==> config.mk <==
export PLATFORM = sky130hd
export DESIGN_NAME = mac_entry_sequencer
export DESIGN_NICKNAME = d
export VERILOG_FILES = /design/src/rtl/mac_entry_sequencer.sv
export SDC_FILE = /design/constraint.sdc
export NUM_CORES = 1
export LEC_CHECK = 0
export ABC_AREA = 1
export CORE_UTILIZATION = 45
export DETAILED_ROUTE_END_ITERATION = 12
export GPL_ROUTABILITY_DRIVEN = 1
export GPL_TIMING_DRIVEN = 0
export HOLD_SLACK_MARGIN = 0.1
export PLACE_DENSITY = 0.76
export SLEW_MARGIN = 0
export SYNTH_ARGS = -nofsm -noshare
export SYNTH_HDL_FRONTEND = slang
export SYNTH_SLANG_ARGS = --single-unit
==> constraint.sdc <==
create_clock -name clk -period 1.9 [get_ports clk]
set_input_delay 0.57 -clock clk [delete_from_list [all_inputs] [get_ports clk]]
set_output_delay 0.57 -clock clk [all_outputs]
set_load 0.02 [all_outputs]
==> src/rtl/mac_entry_sequencer.sv <==
// Front-panel controller for the FP MAC: collects two hex operands from the keypad,
// issues one MAC operation with a timeout and drives the hex display and stage LEDs.
module mac_entry_sequencer #(
  parameter int unsigned DIGITS      = 4,
  parameter int unsigned MAC_TIMEOUT = 64
) (
  input  logic                  clk,
  input  logic                  rst,
  input  logic                  key_valid,
  input  logic [3:0]            key_code,
  input  logic                  ns_pulse,
  input  logic                  acc_clr,
  output logic [4*DIGITS-1:0]   mac_a,
  output logic [4*DIGITS-1:0]   mac_b,
  output logic                  mac_start,
  output logic                  mac_clr_acc,
  input  logic                  mac_done,
  input  logic [4*DIGITS-1:0]   mac_result,
  output logic [4*DIGITS-1:0]   disp_value,
  output logic [4:0]            stage_out
);

  localparam int unsigned W  = 4 * DIGITS;
  localparam int unsigned CW = $clog2(MAC_TIMEOUT + 1);
  localparam logic [CW-1:0] CntLast = CW'(MAC_TIMEOUT - 1);

  typedef enum logic [2:0] {
    StEnterA,
    StEnterB,
    StIssue,
    StWait,
    StShow,
    StErr
  } state_e;

  state_e        state_q, state_d;
  logic [W-1:0]  a_q, a_d;
  logic [W-1:0]  b_q, b_d;
  logic [W-1:0]  res_q, res_d;
  logic [CW-1:0] cnt_q, cnt_d;
  logic [W-1:0]  disp_q, disp_d;
  logic [4:0]    stage_q, stage_d;
  logic          start_q, start_d;
  logic          clr_q, clr_d;

  always_comb begin
    state_d = state_q;
    a_d     = a_q;
    b_d     = b_q;
    res_d   = res_q;
    cnt_d   = cnt_q;
    clr_d   = 1'b0;

    if (acc_clr) begin
      clr_d   = 1'b1;
      a_d     = '0;
      b_d     = '0;
      res_d   = '0;
      cnt_d   = '0;
      state_d = StEnterA;
    end else begin
      case (state_q)
        StEnterA: begin
          if (ns_pulse) begin
            b_d     = '0;
            state_d = StEnterB;
          end else if (key_valid) begin
            a_d = {a_q[W-5:0], key_code};
          end
        end
        StEnterB: begin
          if (ns_pulse) begin
            state_d = StIssue;
          end else if (key_valid) begin
            b_d = {b_q[W-5:0], key_code};
          end
        end
        StIssue: begin
          cnt_d   = '0;
          state_d = StWait;
        end
        StWait: begin
          // Completion beats a timeout landing in the same cycle.
          if (mac_done) begin
            res_d   = mac_result;
            state_d = StShow;
          end else if (cnt_q == CntLast) begin
            state_d = StErr;
          end else begin
            cnt_d = cnt_q + CW'(1);
          end
        end
        StShow: begin
          if (ns_pulse) begin
            a_d     = '0;
            state_d = StEnterA;
          end
        end
        StErr: begin
          if (ns_pulse) begin
            a_d     = '0;
            b_d     = '0;
            state_d = StEnterA;
          end
        end
        default: state_d = StEnterA;
      endcase
    end

    // Outputs are registered, so they are derived from the next-state values.
    start_d = (state_d == StIssue);
    disp_d  = disp_q;
    stage_d = 5'b00001;
    case (state_d)
      StEnterA: begin
        disp_d  = a_d;
        stage_d = 5'b00001;
      end
      StEnterB: begin
        disp_d  = b_d;
        stage_d = 5'b00010;
      end
      StIssue, StWait: stage_d = 5'b00100;
      StShow: begin
        disp_d  = res_d;
        stage_d = 5'b01000;
      end
      StErr: begin
        disp_d  = {DIGITS{4'hE}};
        stage_d = 5'b10000;
      end
      default: stage_d = 5'b00001;
    endcase
  end

  always_ff @(posedge clk) begin
    if (rst) begin
      state_q <= StEnterA;
      a_q     <= '0;
      b_q     <= '0;
      res_q   <= '0;
      cnt_q   <= '0;
      disp_q  <= '0;
      stage_q <= 5'b00001;
      start_q <= 1'b0;
      clr_q   <= 1'b0;
    end else begin
      state_q <= state_d;
      a_q     <= a_d;
      b_q     <= b_d;
      res_q   <= res_d;
      cnt_q   <= cnt_d;
      disp_q  <= disp_d;
      stage_q <= stage_d;
      start_q <= start_d;
      clr_q   <= clr_d;
    end
  end

  assign mac_a       = a_q;
  assign mac_b       = b_q;
  assign mac_start   = start_q;
  assign mac_clr_acc = clr_q;
  assign disp_value  = disp_q;
  assign stage_out   = stage_q;

endmodule

# Word level (Yosys, flattened, before mapping)
# Index checks and enable logic that the tools add are counted.
[totals] input_bits=26 register_bits=81 wordCells=58 output_inout_bits=55
[op_classes] muxes=26 eq_ne=13 add_sub_neg=1 n_reduce_logical=9
[ops] operator="16-bit 2-to-1 mux" n=11
[ops] operator="16-bit case mux with 2 select lines" n=2
[ops] operator="16-bit case mux with 4 select lines" n=1
[ops] operator="5-bit case mux with 4 select lines" n=1
[ops] operator="3-bit 2-to-1 mux" n=6
[ops] operator="3-bit case mux with 5 select lines" n=1
[ops] operator="7-bit 2-to-1 mux" n=2
[ops] operator="7-bit case mux with 2 select lines" n=1
[ops] operator="3-bit by 2-bit == test with 1-bit output (second input constant)" n=4
[ops] operator="3-bit == test (second input constant)" n=4
[ops] operator="2-bit OR reduction" n=4
[ops] operator="7-bit by 1-bit adder with 7-bit output (second input constant)" n=1
[ops] operator="7-bit by 6-bit == test with 1-bit output (second input constant)" n=1
[ops] operator="3-bit by 1-bit == test with 1-bit output (second input constant)" n=2
[ops] operator="3-bit logical NOT" n=2
[ops] operator="2-bit != test (second input constant)" n=2
[ops] operator="4-bit nonzero test" n=1
[ops] operator="3-bit AND reduction" n=1
[ops] operator="2-bit nonzero test" n=1
[ops] operator="1-bit 2-to-1 mux" n=1

# Longest topological paths before layout
[depth] ltp_word=8 ltp_mapped=14 mapped_depth_nobuf=12

# Least setup slack after synthesis
# Ideal clock, no wire load.
[synth_path] path_type="register to register" start="reg cnt_q[0]" end="reg disp_q[10], in the netlist disp_value[10]" arrival_ns=1.611 path_buffers=2 required_time_ns=1.783 setup_ns=0.117 stages_incl_launch_ff=13 period_less_slack_ns=1.728 slack_ns=0.172 path_cell_list="dfxtp_1 ha_1 nand3_1 nor2_1 nor2_4 nor2_4 nor2_8 inv_2 buf_6 buf_6 nand2_1 nor2_1 nor2_1"
[synth_between] elab_chain_len=7 word_cells_on_any_way=11 cone_classes="eq/ne: 4; mux: 5; reduce/logical: 2"
[synth_lines] element="from (decl)" line_no="40" text="logic [CW-1:0] cnt_q, cnt_d;"
[synth_lines] element="from (signal assigned)" line_no="152" text="cnt_q <= cnt_d;"
[synth_lines] element="7-bit by 6-bit == test with 1-bit output *" line_no="87" text="end else if (cnt_q == CntLast) begin"
[synth_lines] element="3-bit 2-to-1 mux *" line_no="87"
[synth_lines] element="3-bit 2-to-1 mux *" line_no="84" text="if (mac_done) begin"
[synth_lines] element="3-bit case mux with 5 select lines *" line_no="62" text="case (state_q)"
[synth_lines] element="3-bit 2-to-1 mux *" line_no="54" text="if (acc_clr) begin"
[synth_lines] element="3-bit == test, or another cell as far along" line_no="114" text="case (state_d)"
[synth_lines] element="16-bit case mux with 4 select lines or 4-bit nonzero test (tied branches)"
[synth_lines] element="to (signal assigned)" line_no="153" text="disp_q <= disp_d;"
[synth_lines] element="to (decl)" line_no="41" text="logic [W-1:0] disp_q, disp_d;"
# Every way passes the cells marked *; elsewhere a longest branch is shown, timed or not.
# A chain may end at the register's enable or synchronous reset.

# Final worst setup path
[layout_path] start="reg stage_q[0], in the netlist stage_out[0]" end="out stage_out[0]"
[layout_rtl] element="from (decl)" line_no="42" text="logic [4:0] stage_q, stage_d;"
[layout_rtl] element="from (signal assigned)" line_no="154" text="stage_q <= stage_d;"
[layout_rtl] element="to (decl)" line_no="20" text="output logic [4:0] stage_out"
# No word-level cell between the ends.

==> impl_metrics.ini <==
[synthesis]
post_synth_inst_count = 722
yosys.area.top_type = sky130_fd_sc_hd__dfxtp_1
ys_seq_elements = 81
synth_enable_flop_cells = 0
syn_nets = 749
avgSynthCellArea_um2 = 6.239
synth.top_cell.area_share = 0.3600
netlist_top_cells_area = sky130_fd_sc_hd__dfxtp_1, sky130_fd_sc_hd__nand2_1, sky130_fd_sc_hd__nor2_1
yosysSeqAreaShare = 0.3600
postSynth.topFlopCell = sky130_fd_sc_hd__dfxtp_1
yosys_warnings = 0
netlist-cell-type-count = 34
async_flop_share = 0
syn-cell-area_um2 = 4504

[clock_network]
tritoncts_clock_tree = built
maximum_level_of_the_cts_h_tree = 3
clock_transition_at_the_registers_of_the_reported_paths_ns = 0.09
clock_latency_reported_for_the_late_side_of_the_worst_skew_pair_ns = 0.37
ctsLongestPathBuffers = 2
clk_root_buffer_cell = sky130_fd_sc_hd__clkbuf_8
numCtsBuffers = 9
cts_hold_repair.buffers = 0
cts.sinks = 81

[layout]
finalInstanceArea_um2 = 5947
area_growth_syn_to_layout_pct = 32.03
antenna_cells = 0
post-route-util = 0.6112
multi_input_area_um2 = 2504
mostFrequentLayoutCells = sky130_fd_sc_hd__nand2_1, sky130_fd_sc_hd__nor2_1, sky130_fd_sc_hd__dfxtp_1
fillers = 949
mostFrequentLayoutCell = sky130_fd_sc_hd__nand2_1
post_layout_nonfiller_instances = 964
fin_nets = 853
area.sequential_um2 = 1632
layout_cell_share_with_drive_strength_beyond_1 = 0.1396

[placed_design]
finalWeightedCongestion = 0.9566
placedCellCount = 934
portBuffers = 79
detailedPlace.worstSlack_ns = -0.8175
detailed_place_hpwl_um = 10240
placedInstanceArea_um2 = 5461

[power_and_ir_drop]
peakVddDrop_uv = 431.4
cellLeakagePower_nw = 3.132
pwr_density_cell_nw_per_um2 = 618.1

[die]
chipHeight_um = 102.0
core_um2 = 9729
rows = 36
floorplan.die_area_um2 = 10410
design.portCount = 81
initial_utilization = 0.4630
die_w_um = 102.0

[critical_path]
critical_path.max_fanout = 1
timing.critical_path.from = stage_out[0]
critical_path.reg2reg.startpoint = cnt_q[0]
worst_path_max_delay_cell = sky130_fd_sc_hd__clkdlybuf4s50_1
worstPathBufferInverterCount = 1
worst_ep_required_time_ns = 1.33
critical_path.startpoint_type = flip-flop
timing.critical_path.arrival_ns = 1.30
path_delay_family = buffers and inverters
series_of_cell_instances_along_the_critical_path = clkdlybuf4s50_1
setup.worst_path.end_class = primary output
cpPeakStageDelay_ns = 0.61
worstSetupPathType = reg -> out

[timing]
setup_slack_ns = 0.02878
hold_viol = 0
relative_slew_slack = 0.6349
setup_repair_after_global_routing_missed_its_margin = yes
worst_clock_skew_ns = 0.01452
maxClockFrequency_mhz = 534.4
finalSetupViolations = 0
tightestPinTransition_ns = 0.5476
finalWorstPathRequiredPeriod_ns = 1.871
timing_max_transition_violations_final = 0
final.period_utilization = 0.9849

[route]
wl_per_cell_um = 14.39
drc_errors = 0
route.vias.total = 4967
finalWirelength_um = 13870
final_antenna_net_count = 0
drt-initial-drc-count = 343
detail_route.vias_per_cell = 5.152
drtPass1Iterations = 5

[grt]
grt_start_max_net_pins = 16
first_pass_grt_wire_length_um = 22210
gr-total-overflow = 0
vias_in_the_first_global_route = 4522
antenna_found_initial = 0
gr-usage-all-layers = 0.2769

[flow_run]
max_cap_violations = 0

[min_path]
hold_start = cnt_q[6]
timing.hold.worst.class = reg -> reg

[run_status]
status = finished, final reports clean
==> state kept, by name, indices dropped and copies added, names as in the netlist <==
| register | cells |
|---|---|
| mac_clr_acc | 1 |
| res_q | 16 |
| cnt_q | 7 |
| mac_start | 1 |
| mac_b | 16 |
| stage_out | 5 |
| state_q | 3 |
| disp_value | 16 |
| mac_a | 16 |
==> tightest hold or removal path, stage by stage, from the launching register on <==
cell and delay [ns]:
sky130_fd_sc_hd__dfxtp_1 0.32, sky130_fd_sc_hd__nand3_1 0.08, sky130_fd_sc_hd__a31oi_1 0.04
==> final timing paths <==
path,end,slack [ns],cells after the start
setup / recovery,stage_out[0],0.03,1
hold / removal,cnt_q[6],0.47,2
setup reg to reg,disp_value[0],0.08,11
hold reg to reg,cnt_q[6],0.47,2
==> synth_stat cells, types with 2 or more instances <==
cell type,count
sky130_fd_sc_hd__nor2_2,3
sky130_fd_sc_hd__buf_4,5
sky130_fd_sc_hd__o211ai_1,10
sky130_fd_sc_hd__nand2_4,2
sky130_fd_sc_hd__o21ai_1,4
sky130_fd_sc_hd__nand2_2,6
sky130_fd_sc_hd__dfxtp_1,81
sky130_fd_sc_hd__nand2_1,221
sky130_fd_sc_hd__buf_1,2
sky130_fd_sc_hd__o21ai_2,2
sky130_fd_sc_hd__inv_2,3
sky130_fd_sc_hd__nor3_1,16
sky130_fd_sc_hd__a21oi_1,41
sky130_fd_sc_hd__buf_6,6
sky130_fd_sc_hd__nor2_4,5
sky130_fd_sc_hd__buf_2,11
sky130_fd_sc_hd__o21ai_0,23
sky130_fd_sc_hd__nand3_1,74
sky130_fd_sc_hd__nor2_1,112
sky130_fd_sc_hd__inv_1,67
sky130_fd_sc_hd__clkbuf_1,15
==> kinds of logic after synthesis <==
group / Yosys count / share of synthesized area
AOI/OAI and AO/OA: 82 / 0.09917
xor gates and xnor gates: 2 / 0.003890
buffers and inverters: 111 / 0.1103
adders and majority gates: 1 / 0.002777
DFF: 81 / 0.3600
and+or+nand+nor: 445 / 0.4239
==> routing by layer <==
| metal | up-vias | global-route usage | routed length, um |
|---|---|---|---|
| li1 | 2481 | - | - |
| met1 | 2266 | 0.3686 | 6250 |
| met2 | 184 | 0.4388 | 6184 |
| met3 | 36 | 0.06156 | 1012 |
| met4 | 0 | 0.1033 | 420 |
| met5 | - | 0 | 0 |
==> layout make-up <==
| cell class | instances | area share |
|---|---|---|
| flip-flops and latches | 81 | 0.2744 |
| inverters | 72 | 0.04608 |
| repair buffers | 93 | 0.1504 |
| clock inverters | 6 | 0.01241 |
| plain buffers | 39 | 0.04460 |
| clock buffers | 10 | 0.02314 |
| well taps | 133 | 0.02798 |
| multi-input cells | 530 | 0.4210 |
==> stage by stage <==
stage          TNS (ns)  total power, mW  hold WS [ns]
2_1_floorplan         0            2.107        0.4394
3_3_place_gp     -33.21            2.302        0.4524
3_5_place_dp     -34.26            2.307        0.4684
4_1_cts               0            3.644        0.4586
5_1_grt         -0.1713            3.816        0.4995
6_report              0            3.676        0.4743
==> report_power, final <==
part	switching (mW)	leakage, nW	total (mW)	internal [mW]
registers	0.0175	0.658	1.74	1.72
logic	0.357	2.37	0.575	0.219
clock network	0.698	0.108	1.36	0.662
total	1.07	3.13	3.68	2.60
==> timing repair <==
| action | in CTS | in global routing |
|---|---|---|
| setup buffers | 2 | 11 |
| gates resized for setup | 63 | 50 |
| cloned | 0 | 1 |
| endpoints found under the setup margin | 66 | 63 |
| pin swaps | 2 | 11 |
No activity file was read; power rests on OpenSTA's default activity.
